==> src/rtl/alu_mdu_seq_if.sv <==
// alu_mdu_seq_if - request/response bundle for the alu_mdu_seq execution unit.
// The slave modport is the unit side. The master modport is the decode/writeback side.
interface alu_mdu_seq_if #(
  parameter int WIDTH = 32
);
  logic             valid_i;
  logic             ready_o;
  logic [WIDTH-1:0] a_i;
  logic [WIDTH-1:0] b_i;
  logic [4:0]       op_i;
  logic             mdu_i;
  logic             valid_o;
  logic             ready_i;
  logic [WIDTH-1:0] result_o;
  logic             flag_o;
  logic             busy_o;

  modport slave (
    input  valid_i, a_i, b_i, op_i, mdu_i, ready_i,
    output ready_o, valid_o, result_o, flag_o, busy_o
  );

  modport master (
    output valid_i, a_i, b_i, op_i, mdu_i, ready_i,
    input  ready_o, valid_o, result_o, flag_o, busy_o
  );
endinterface

==> src/rtl/alu_mdu_seq.sv <==
// alu_mdu_seq - handshaked RV32I ALU/compare unit with the RV32M multiply/divide ops.
// ALU ops take a single cycle. Multiply and divide iterate one bit per cycle over WIDTH cycles.
// Optional macro ALU_MDU_FAST_MUL_EN adds a single-cycle combinational multiplier for
// MUL/MULH/MULHSU/MULHU. Divides always stay iterative.
module alu_mdu_seq #(
  parameter int WIDTH = 32,
  parameter int SHW   = $clog2(WIDTH)
) (
  input logic          clk_i,
  input logic          rst_ni,
  alu_mdu_seq_if.slave bus
);

  typedef enum logic [1:0] {S_IDLE, S_BUSY, S_DONE} state_e;

  localparam logic [4:0] OP_ADD  = 5'b00000;
  localparam logic [4:0] OP_SUB  = 5'b10000;
  localparam logic [4:0] OP_SLL  = 5'b00001;
  localparam logic [4:0] OP_SLTS = 5'b00010;
  localparam logic [4:0] OP_SLTU = 5'b00011;
  localparam logic [4:0] OP_XOR  = 5'b00100;
  localparam logic [4:0] OP_SRL  = 5'b00101;
  localparam logic [4:0] OP_SRA  = 5'b01101;
  localparam logic [4:0] OP_OR   = 5'b00110;
  localparam logic [4:0] OP_AND  = 5'b00111;
  localparam logic [4:0] OP_EQ   = 5'b11000;
  localparam logic [4:0] OP_NE   = 5'b11001;
  localparam logic [4:0] OP_LTS  = 5'b11100;
  localparam logic [4:0] OP_GES  = 5'b11101;
  localparam logic [4:0] OP_LTU  = 5'b11110;
  localparam logic [4:0] OP_GEU  = 5'b11111;

  localparam logic [2:0] M_MUL    = 3'b000;
  localparam logic [2:0] M_MULH   = 3'b001;
  localparam logic [2:0] M_MULHSU = 3'b010;
  localparam logic [2:0] M_MULHU  = 3'b011;
  localparam logic [2:0] M_DIV    = 3'b100;
  localparam logic [2:0] M_DIVU   = 3'b101;
  localparam logic [2:0] M_REM    = 3'b110;
  localparam logic [2:0] M_REMU   = 3'b111;

  // Control and output registers
  state_e           state_q, state_d;
  logic             ready_q, ready_d;
  logic             valid_q, valid_d;
  logic             busy_q, busy_d;
  logic [WIDTH-1:0] result_q, result_d;
  logic             flag_q, flag_d;

  // Iterative datapath: {hi, lo} is the product/shift pair for multiply and
  // {remainder, dividend-shifting-into-quotient} for divide.
  logic [SHW-1:0]   cnt_q, cnt_d;
  logic [2:0]       fn_q, fn_d;
  logic             qneg_q, qneg_d;   // negate product / quotient at the end
  logic             rneg_q, rneg_d;   // negate remainder at the end
  logic [WIDTH-1:0] hi_q, hi_d;
  logic [WIDTH-1:0] lo_q, lo_d;
  logic [WIDTH-1:0] opnd_q, opnd_d;   // multiplicand or divisor magnitude

  logic             accept;
  assign accept = bus.valid_i && ready_q;

  // Single-cycle ALU and compare results from the live operands
  logic [SHW-1:0]   shamt;
  logic             lts, ltu, eq;
  logic [WIDTH-1:0] alu_res;
  logic             alu_flag;
  assign shamt = bus.b_i[SHW-1:0];

  always_comb begin
    // NOTE: every combinational output gets a default first, so no path can infer a latch.
    alu_res  = '0;
    alu_flag = 1'b0;
    lts      = $signed(bus.a_i) < $signed(bus.b_i);
    ltu      = bus.a_i < bus.b_i;
    eq       = bus.a_i == bus.b_i;
    case (bus.op_i)
      OP_ADD:  alu_res = bus.a_i + bus.b_i;
      OP_SUB:  alu_res = bus.a_i - bus.b_i;
      OP_SLL:  alu_res = bus.a_i << shamt;
      OP_SLTS: alu_res = {{(WIDTH-1){1'b0}}, lts};
      OP_SLTU: alu_res = {{(WIDTH-1){1'b0}}, ltu};
      OP_XOR:  alu_res = bus.a_i ^ bus.b_i;
      OP_SRL:  alu_res = bus.a_i >> shamt;
      OP_SRA:  alu_res = $signed(bus.a_i) >>> shamt;
      OP_OR:   alu_res = bus.a_i | bus.b_i;
      OP_AND:  alu_res = bus.a_i & bus.b_i;
      OP_EQ:   alu_flag = eq;
      OP_NE:   alu_flag = !eq;
      OP_LTS:  alu_flag = lts;
      OP_GES:  alu_flag = !lts;
      OP_LTU:  alu_flag = ltu;
      OP_GEU:  alu_flag = !ltu;
      default: ;
    endcase
  end

  // Operand signs and magnitudes for the M-extension op being accepted
  logic             a_sgn, b_sgn, a_neg, b_neg;
  logic [WIDTH-1:0] a_mag, b_mag;

  always_comb begin
    a_sgn = 1'b0;
    b_sgn = 1'b0;
    case (bus.op_i[2:0])
      M_MULH, M_DIV, M_REM: begin a_sgn = 1'b1; b_sgn = 1'b1; end
      M_MULHSU:             a_sgn = 1'b1;
      default: ;
    endcase
    a_neg = a_sgn & bus.a_i[WIDTH-1];
    b_neg = b_sgn & bus.b_i[WIDTH-1];
    a_mag = a_neg ? -bus.a_i : bus.a_i;
    b_mag = b_neg ? -bus.b_i : bus.b_i;
  end

`ifdef ALU_MDU_FAST_MUL_EN
  // Single-cycle multiply: sign-extend to 2*WIDTH; the low 2*WIDTH bits of the
  // product are correct for every signedness combination.
  logic [2*WIDTH-1:0] fast_a, fast_b, fast_prod;
  always_comb begin
    fast_a    = {{WIDTH{a_neg}}, bus.a_i};
    fast_b    = {{WIDTH{b_neg}}, bus.b_i};
    fast_prod = fast_a * fast_b;
  end
`endif

  // One multiply (shift-add) or divide (restoring) iteration plus the final sign fix-up
  logic [WIDTH:0]     mul_sum, div_trial;
  logic [WIDTH-1:0]   hi_nx, lo_nx, quo_fix, rem_fix, mdu_res;
  logic [2*WIDTH-1:0] prod_fix;

  always_comb begin
    mul_sum   = {1'b0, hi_q} + (lo_q[0] ? {1'b0, opnd_q} : '0);
    div_trial = {hi_q, lo_q[WIDTH-1]} - {1'b0, opnd_q};
    if (fn_q[2]) begin
      if (!div_trial[WIDTH]) begin
        hi_nx = div_trial[WIDTH-1:0];
        lo_nx = {lo_q[WIDTH-2:0], 1'b1};
      end else begin
        hi_nx = {hi_q[WIDTH-2:0], lo_q[WIDTH-1]};
        lo_nx = {lo_q[WIDTH-2:0], 1'b0};
      end
    end else begin
      hi_nx = mul_sum[WIDTH:1];
      lo_nx = {mul_sum[0], lo_q[WIDTH-1:1]};
    end
    prod_fix = qneg_q ? -{hi_nx, lo_nx} : {hi_nx, lo_nx};
    quo_fix  = qneg_q ? -lo_nx : lo_nx;
    rem_fix  = rneg_q ? -hi_nx : hi_nx;
    case (fn_q)
      M_MUL:                      mdu_res = prod_fix[WIDTH-1:0];
      M_MULH, M_MULHSU, M_MULHU:  mdu_res = prod_fix[2*WIDTH-1:WIDTH];
      M_DIV, M_DIVU:              mdu_res = quo_fix;
      default:                    mdu_res = rem_fix;
    endcase
  end

  // Next-state and registered-output logic for the IDLE/BUSY/DONE handshake
  always_comb begin
    state_d  = state_q;
    result_d = result_q;
    flag_d   = flag_q;
    cnt_d    = cnt_q;
    fn_d     = fn_q;
    qneg_d   = qneg_q;
    rneg_d   = rneg_q;
    hi_d     = hi_q;
    lo_d     = lo_q;
    opnd_d   = opnd_q;
    case (state_q)
      S_IDLE: begin
        if (accept) begin
          if (!bus.mdu_i) begin
            result_d = alu_res;
            flag_d   = alu_flag;
            state_d  = S_DONE;
          end
`ifdef ALU_MDU_FAST_MUL_EN
          else if (!bus.op_i[2]) begin
            result_d = (bus.op_i[1:0] == 2'b00) ? fast_prod[WIDTH-1:0]
                                                : fast_prod[2*WIDTH-1:WIDTH];
            flag_d   = 1'b0;
            state_d  = S_DONE;
          end
`endif
          else begin
            fn_d    = bus.op_i[2:0];
            cnt_d   = '0;
            flag_d  = 1'b0;
            hi_d    = '0;
            state_d = S_BUSY;
            if (bus.op_i[2]) begin
              // Divide by zero leaves an all-ones quotient and the dividend as
              // remainder; clearing the quotient sign keeps the all-ones pattern.
              lo_d   = a_mag;
              opnd_d = b_mag;
              qneg_d = (bus.b_i == '0) ? 1'b0 : (a_neg ^ b_neg);
              rneg_d = a_neg;
            end else begin
              lo_d   = b_mag;
              opnd_d = a_mag;
              qneg_d = a_neg ^ b_neg;
              rneg_d = 1'b0;
            end
          end
        end
      end
      S_BUSY: begin
        hi_d  = hi_nx;
        lo_d  = lo_nx;
        cnt_d = cnt_q + 1'b1;
        if (cnt_q == SHW'(WIDTH-1)) begin
          result_d = mdu_res;
          state_d  = S_DONE;
        end
      end
      S_DONE: begin
        if (bus.ready_i) state_d = S_IDLE;
      end
      default: state_d = S_IDLE;
    endcase
    ready_d = (state_d == S_IDLE);
    valid_d = (state_d == S_DONE);
    busy_d  = (state_d == S_BUSY);
  end

  // State, output and datapath registers
  always_ff @(posedge clk_i or negedge rst_ni) begin
    if (!rst_ni) begin
      // NOTE: the datapath registers are plain flops, not a memory, so clearing them
      // on reset is cheap and guarantees an aborted operation leaves nothing behind.
      state_q  <= S_IDLE;
      ready_q  <= 1'b1;
      valid_q  <= 1'b0;
      busy_q   <= 1'b0;
      result_q <= '0;
      flag_q   <= 1'b0;
      cnt_q    <= '0;
      fn_q     <= '0;
      qneg_q   <= 1'b0;
      rneg_q   <= 1'b0;
      hi_q     <= '0;
      lo_q     <= '0;
      opnd_q   <= '0;
    end else begin
      // NOTE: non-blocking assignments here, blocking only in always_comb, so every
      // flop samples the pre-edge values regardless of statement order.
      state_q  <= state_d;
      ready_q  <= ready_d;
      valid_q  <= valid_d;
      busy_q   <= busy_d;
      result_q <= result_d;
      flag_q   <= flag_d;
      cnt_q    <= cnt_d;
      fn_q     <= fn_d;
      qneg_q   <= qneg_d;
      rneg_q   <= rneg_d;
      hi_q     <= hi_d;
      lo_q     <= lo_d;
      opnd_q   <= opnd_d;
    end
  end

  assign bus.ready_o  = ready_q;
  assign bus.valid_o  = valid_q;
  assign bus.busy_o   = busy_q;
  assign bus.result_o = result_q;
  assign bus.flag_o   = flag_q;

endmodule

==> src/flat_wrapper.sv <==
// flat-port wrapper written by rule: the top's interface ports become plain ports
module alu_mdu_seq_flat 
#(
  parameter int WIDTH = 32,
  parameter int SHW   = $clog2(WIDTH)
)
  (clk_i, rst_ni, bus_valid_i, bus_a_i, bus_b_i, bus_op_i, bus_mdu_i, bus_ready_i, bus_ready_o, bus_valid_o, bus_result_o, bus_flag_o, bus_busy_o);
  alu_mdu_seq_if #(.WIDTH(WIDTH)) bus_i ();
  input logic clk_i;
  input logic rst_ni;
  input wire logic [$bits(bus_i.valid_i)-1:0] bus_valid_i;
  input wire logic [$bits(bus_i.a_i)-1:0] bus_a_i;
  input wire logic [$bits(bus_i.b_i)-1:0] bus_b_i;
  input wire logic [$bits(bus_i.op_i)-1:0] bus_op_i;
  input wire logic [$bits(bus_i.mdu_i)-1:0] bus_mdu_i;
  input wire logic [$bits(bus_i.ready_i)-1:0] bus_ready_i;
  output wire logic [$bits(bus_i.ready_o)-1:0] bus_ready_o;
  output wire logic [$bits(bus_i.valid_o)-1:0] bus_valid_o;
  output wire logic [$bits(bus_i.result_o)-1:0] bus_result_o;
  output wire logic [$bits(bus_i.flag_o)-1:0] bus_flag_o;
  output wire logic [$bits(bus_i.busy_o)-1:0] bus_busy_o;
  assign bus_i.valid_i = bus_valid_i;
  assign bus_i.a_i = bus_a_i;
  assign bus_i.b_i = bus_b_i;
  assign bus_i.op_i = bus_op_i;
  assign bus_i.mdu_i = bus_mdu_i;
  assign bus_i.ready_i = bus_ready_i;
  assign bus_ready_o = bus_i.ready_o;
  assign bus_valid_o = bus_i.valid_o;
  assign bus_result_o = bus_i.result_o;
  assign bus_flag_o = bus_i.flag_o;
  assign bus_busy_o = bus_i.busy_o;
  alu_mdu_seq #(.WIDTH(WIDTH), .SHW(SHW)) u_core (.clk_i(clk_i), .rst_ni(rst_ni), .bus(bus_i));
endmodule
==> config.mk <==
export PLATFORM = sky130hd
export DESIGN_NAME = alu_mdu_seq_flat
export DESIGN_NICKNAME = d
export VERILOG_FILES = /design/src/rtl/alu_mdu_seq_if.sv /design/src/rtl/alu_mdu_seq.sv /design/src/flat_wrapper.sv
export SDC_FILE = /design/constraint.sdc
export NUM_CORES = 1
export LEC_CHECK = 0
export BUFFER_PORTS_ARGS = -buffer_cell sky130_fd_sc_hd__buf_2
export CAP_MARGIN = 40
export CORE_MARGIN = 2
export CORE_UTILIZATION = 40
export DETAILED_ROUTE_END_ITERATION = 6
export GPL_TIMING_DRIVEN = 0
export MAX_ROUTING_LAYER = met4
export PLACE_DENSITY = 0.59
export SLEW_MARGIN = 0
export SYNTH_ARGS = -nofsm -noshare
export SYNTH_HDL_FRONTEND = slang
export SYNTH_SLANG_ARGS = --single-unit
export TNS_END_PERCENT = 1
==> constraint.sdc <==
create_clock -name clk_i -period 12.6 [get_ports clk_i]
set_input_delay 3.78 -clock clk_i [delete_from_list [all_inputs] [get_ports clk_i]]
set_output_delay 3.78 -clock clk_i [all_outputs]
set_load 0.01 [all_outputs]
* Word level (Yosys, flattened, before mapping)
Cells that the tools add are included.
** Operators by class
- Add/subtract/negate cells :: 10
- Magnitude comparators :: 2
- Eq/ne operators :: 34
- Shift-type cells :: 3
- Muxes and demuxes :: 39
- Bitwise operators :: 6
- Reduce and logical (&&, ||, !) cells :: 18
** Operators by type and width (count)
- $mux W32 :: 17
- $pmux W32 S10 :: 1
- $pmux W32 S2 :: 3
- $neg A32 Y32 :: 4
- $pmux W32 S3 :: 1
- $lt A32 B32 Y1 :: 2
- $mux W64 :: 1
- $neg A64 Y64 :: 1
- $eq A5 B5 Y1 const B :: 8
- $add A32 B33 Y33 :: 1
- $sub A33 B32 Y33 :: 1
- $add A32 B32 Y32 :: 1
- $and A32 B32 Y32 :: 1
- $eq A32 B32 Y1 :: 1
- $logic_not A32 Y1 :: 1
- $or A32 B32 Y32 :: 1
- $shl A32 B5 Y32 :: 1
- $shr A32 B5 Y32 :: 1
- $sshr A32 B5 Y32 :: 1
- $sub A32 B32 Y32 :: 1
- $xor A32 B32 Y32 :: 1
- $eq A5 B3 Y1 const B :: 4
- $eq A3 B3 Y1 const B :: 4
- $eq A5 B2 Y1 const B :: 2
- other kinds (29) :: 52
** Word-level totals
- Register bits after elaboration :: 144
- Bits of input ports :: 74
- Output and inout port bits :: 36
- Word-level logic and storage cells :: 125

* Longest topological paths before layout
- Word-level depth :: 9
- Gate-level depth with buffers :: 27
- Depth with buffers taken out :: 21

* Worst setup path after synthesis
Ideal clock, no wire load.
- Kind :: input to register
- From :: input bus_b_i[2]
- To :: register u_core.result_q[30] (netlist: u_core.bus.result_o[30])
- Setup time :: 0.132 ns
- Data arrival time :: 8.477 ns
- Required time :: 12.468 ns
- Path slack :: 3.990 ns
- Stages :: 20
- Buffers on the path :: 5
- Cells stage by stage :: clkinv_1 buf_1 buf_1 clkbuf_1 buf_1 ha_1 clkbuf_1 nand2b_1 a21oi_1 o21ai_0 a211oi_1 o31a_1 o221ai_1 a21o_1 o31ai_1 a2111oi_0 or4_1 o21ai_0 and3_1 o211ai_1
** On the way
- Longest elaborated chain between the ends :: 5
- Elaborated cells between the ends (all ways) :: 9
- Those cells by class :: add/sub: 2; shift: 3; mux: 4
** RTL lines
- from (decl) :: line flat_wrapper.sv:13 : input wire logic [$bits(bus_i.b_i)-1:0] bus_b_i;
- $sub A32 B32 Y32, or another cell as far along :: line alu_mdu_seq.sv:79 : OP_SUB: alu_res = bus.a_i - bus.b_i;
- $pmux W32 S10 (*) :: line alu_mdu_seq.sv:77 : case (bus.op_i)
- $mux W32 (*) :: line alu_mdu_seq.sv:173 : if (!bus.mdu_i) begin
- $mux W32 (*) :: line alu_mdu_seq.sv:172 : if (accept) begin
- $pmux W32 S2 (*) :: line alu_mdu_seq.sv:170 : case (state_q)
- to (signal assigned) :: line alu_mdu_seq.sv:252 : result_q <= result_d;
- to (decl) :: line alu_mdu_seq.sv:47 : logic [WIDTH-1:0] result_q, result_d;
Mark *: on every way between the ends. The rest lies on a longest branch, timed or not. The select of a mux whose other input is x is not followed.
A chain may end at the register's enable or synchronous reset.

* Worst setup path in the final report
Ends and elaborated chain as after synthesis.

==> results.sh <==
export IMPL_finalNetCount=3795
export IMPL_pin_count=110
export IMPL_critPathMaxFanout=11
export IMPL_netlist_instances=3376
export IMPL_drive_above_1_share_pct=8.34
export IMPL_place_congestion=1.12
export IMPL_grt_pass1_wl_um=196000
export IMPL_initial_core_util_pct=40.6
export IMPL_cts_max_level=4
export IMPL_layoutNonFillerInstCount=4340
export IMPL_fin_crit_ps=10790
export IMPL_hold_ws_ps=482
export IMPL_finalInstanceArea_mm2=0.0266
export IMPL_dp_hpwl_um=112000
export IMPL_coreArea_mm2=0.0592
export IMPL_die_area_mm2=0.0621
export IMPL_drc=0
export IMPL_dp_cells=4302
export IMPL_r2r_end="u_core.bus.result_o[2]"
export IMPL_root_buffer="clkbuf_16"
export IMPL_die_w_um=249
export IMPL_fmax_mhz=92.7
export IMPL_placed_area_mm2=0.0260
export IMPL_nFillCells=6261
export IMPL_max_cap_violations=0
export IMPL_p_per_area_mw_per_mm2=266
export IMPL_finalCritPeriodShare_pct=85.6
export IMPL_routed_top_layer="met4"
export IMPL_hold_buffers=0
export IMPL_hold_start="u_core.bus.result_o[1]"
export IMPL_met2_wirelength_um=58700
export IMPL_hold_depth=2
export IMPL_p_total_mw=7.05
export IMPL_first_iter_violations=4204
export IMPL_multiInputGateArea_mm2=0.0188
export IMPL_cts_resized=0
export IMPL_crit_path_end_kind="register"
export IMPL_syn_avg_cell_area_um2=7.12
export IMPL_rsz0062_at_grt="false"
export IMPL_synth_main_ff_cell="dfrtp_1"
export IMPL_endpoint="u_core.bus.result_o[30]"
export IMPL_postCtsSetupBuffers=0
export IMPL_cts_tree="yes"
export IMPL_fin_skew_ps=16.1
export IMPL_grt_remaining_overflow=0
export IMPL_avgRoutedWirePerCell_um=31.8
export IMPL_yosys_warnings=0
export IMPL_synth_enable_flop_cells=0
export IMPL_reg2regPathDepth=20
export IMPL_drtAntennaViolNets=0
export IMPL_syn_cell_area_mm2=0.0240
export IMPL_layout_commonest_cell="a21oi_1"
export IMPL_synthToLayoutAreaGrowth_pct=10.5
export IMPL_wl_met1_um=51400
export IMPL_clk_latency_ps=470
export IMPL_setup_tns_ps=0
export IMPL_antenna_found_initial=4
export IMPL_wl_um=138000
export IMPL_r2r_start="u_core.fn_q[2]"
export IMPL_ys_ff_latch=144
export IMPL_setup_viol=0
export IMPL_cts_sinks=144
export IMPL_crit_path_start_kind="input pin"
export IMPL_rows=89
export IMPL_cts_made_buffers=17
export IMPL_tightest_slew_ps=1080
export IMPL_r2r_slack_ps=3580
export IMPL_hold_path_class="register to register"
export IMPL_grt_use_total_pct=44.1
export IMPL_path_class="input pin to register"
export IMPL_synthArstFlopShare_pct=100
export IMPL_ys_seq_area_share_pct=15.0
export IMPL_first_global_vias=28100
export IMPL_regArea_mm2=0.00360
export IMPL_p_leak_nw=10.8
export IMPL_peakVddDrop_mv=0.148
export IMPL_ctsLongestPathBuffers=2
export IMPL_crit_start="bus_b_i[2]"
export IMPL_slew_headroom_pct=27.6
export IMPL_synth_nets=3621
export IMPL_drtPass1Iterations=7
export IMPL_io_buffers=107
export IMPL_vias=30000
export IMPL_die_h_um=249
export IMPL_worstPathArrival_ps=11120
export IMPL_layout_common_cells="a21oi_1, nor2_1, o21ai_0, nand2_1, clkbuf_1"
export IMPL_cp_required_ps=12940
export IMPL_clk_pin_slew_ps=70
export IMPL_status="complete, no violations"
export IMPL_grt_max_degree=86
export IMPL_wl_met3_um=15500
export IMPL_hold_viol=0
export IMPL_viasPerCell=6.91
export IMPL_synth_cell_types=98
export IMPL_slew_viol_final=0
-- registers in the layout, indices dropped and copies added, names as in the netlist --
signal / flops
u_core.bus.result_o: 32
u_core.hi_q: 32
u_core.lo_q: 32
u_core.opnd_q: 32
u_core.cnt_q: 5
u_core.fn_q: 3
u_core.state_q: 2
u_core.bus.busy_o: 1
u_core.bus.flag_o: 1
u_core.bus.ready_o: 1
u_core.bus.valid_o: 1
u_core.qneg_q: 1
u_core.rneg_q: 1
-- metrics by stage --
| stage | utilization (%) | setup WS, ps |
|---|---|---|
| floorplan | - | 3990 |
| global placement | 43.1 | 1500 |
| detailed placement | 43.8 | 1680 |
| CTS | 44.8 | 2150 |
| global route | 44.8 | 1600 |
| finish | 44.8 | 1810 |
-- metal layers --
layer	vias to the layer above	GRT usage, %
met2	2240	66.2
met3	585	10.4
met5	-	-
met4	0	31.1
met1	14200	51.8
li1	12900	-
-- cells by family after synthesis --
| family | synth area share [%] |
|---|---|
| buffers and inverters | 6.68 |
| AND/OR/NAND/NOR | 21.4 |
| adder cells (fa/ha/maj) | 9.03 |
| flip-flops | 15.0 |
| AO/OA/AOI/OAI | 34.9 |
| XOR/XNOR | 5.25 |
| multiplexers | 7.67 |
-- cells in the mapped netlist (14+ instances only) --
cell type / instances / area, um^2
a211o_1: 23 / 201
a211oi_1: 82 / 616
a21o_1: 48 / 360
a21oi_1: 341 / 1710
a221o_1: 28 / 280
a221oi_1: 40 / 350
a22oi_1: 15 / 113
a31oi_1: 41 / 257
and2_1: 49 / 307
and3_1: 26 / 163
buf_1: 34 / 128
buf_2: 14 / 70.1
clkbuf_1: 202 / 758
dfrtp_1: 143 / 3580
ha_1: 167 / 2090
inv_1: 161 / 604
mux2i_1: 93 / 931
mux4_2: 36 / 811
nand2_1: 292 / 1100
nand2b_1: 32 / 200
nand3_1: 83 / 415
nand4_1: 32 / 200
nor2_1: 340 / 1280
nor2b_1: 23 / 144
nor3_1: 79 / 395
nor4_1: 22 / 138
o211ai_1: 49 / 368
o21a_1: 29 / 218
o21ai_0: 302 / 1510
o21bai_1: 24 / 180
o221ai_1: 33 / 289
o22ai_1: 27 / 169
o31ai_1: 34 / 255
o41ai_1: 16 / 140
or2_2: 15 / 93.8
or3_1: 38 / 238
xnor2_1: 105 / 920
xor2_1: 39 / 342
-- where the power goes --
part / total, mW / switching (mW) / internal, mW
combinational: 5.58 / 3.80 / 1.78
sequential: 0.940 / 0.260 / 0.679
clock: 0.535 / 0.234 / 0.301
-- worst max-delay path: stages --
cell and delay [ps]:
buf_2 160, clkinv_1 230, buf_1 550, buf_1 540, clkbuf_1 610, buf_1 730
ha_1 370, clkbuf_1 190, nand2b_1 180, a21oi_1 220, o21ai_0 150, a211oi_1 370
o31a_1 290, o221ai_1 450, a21o_1 410, o31ai_1 530, a2111oi_0 200, or4_1 460
o21ai_0 330, and3_1 240, o211ai_1 100
-- layout make-up --
type                            count  share of cell area (%)
Antenna cell                        4                  0.0377
Buffer                            254                    3.74
Clock buffer                       22                    1.75
Clock inverter                     10                   0.429
Inverter                          163                    2.30
Multi-Input combinational cell   2815                    70.9
Sequential cell                   144                    13.6
Tap cell                          773                    3.64
Timing Repair Buffer              155                    3.59
-- worst min path at each step --
stage                                   to  slack (ps)
finish              u_core.bus.result_o[1]         480
global route        u_core.bus.result_o[1]         510
CTS                 u_core.bus.result_o[1]         480
detailed placement  u_core.bus.result_o[1]         470
global placement    u_core.bus.result_o[4]         460
floorplan                u_core.opnd_q[10]         460
Note: power is estimated with default switching activity, not from simulation.
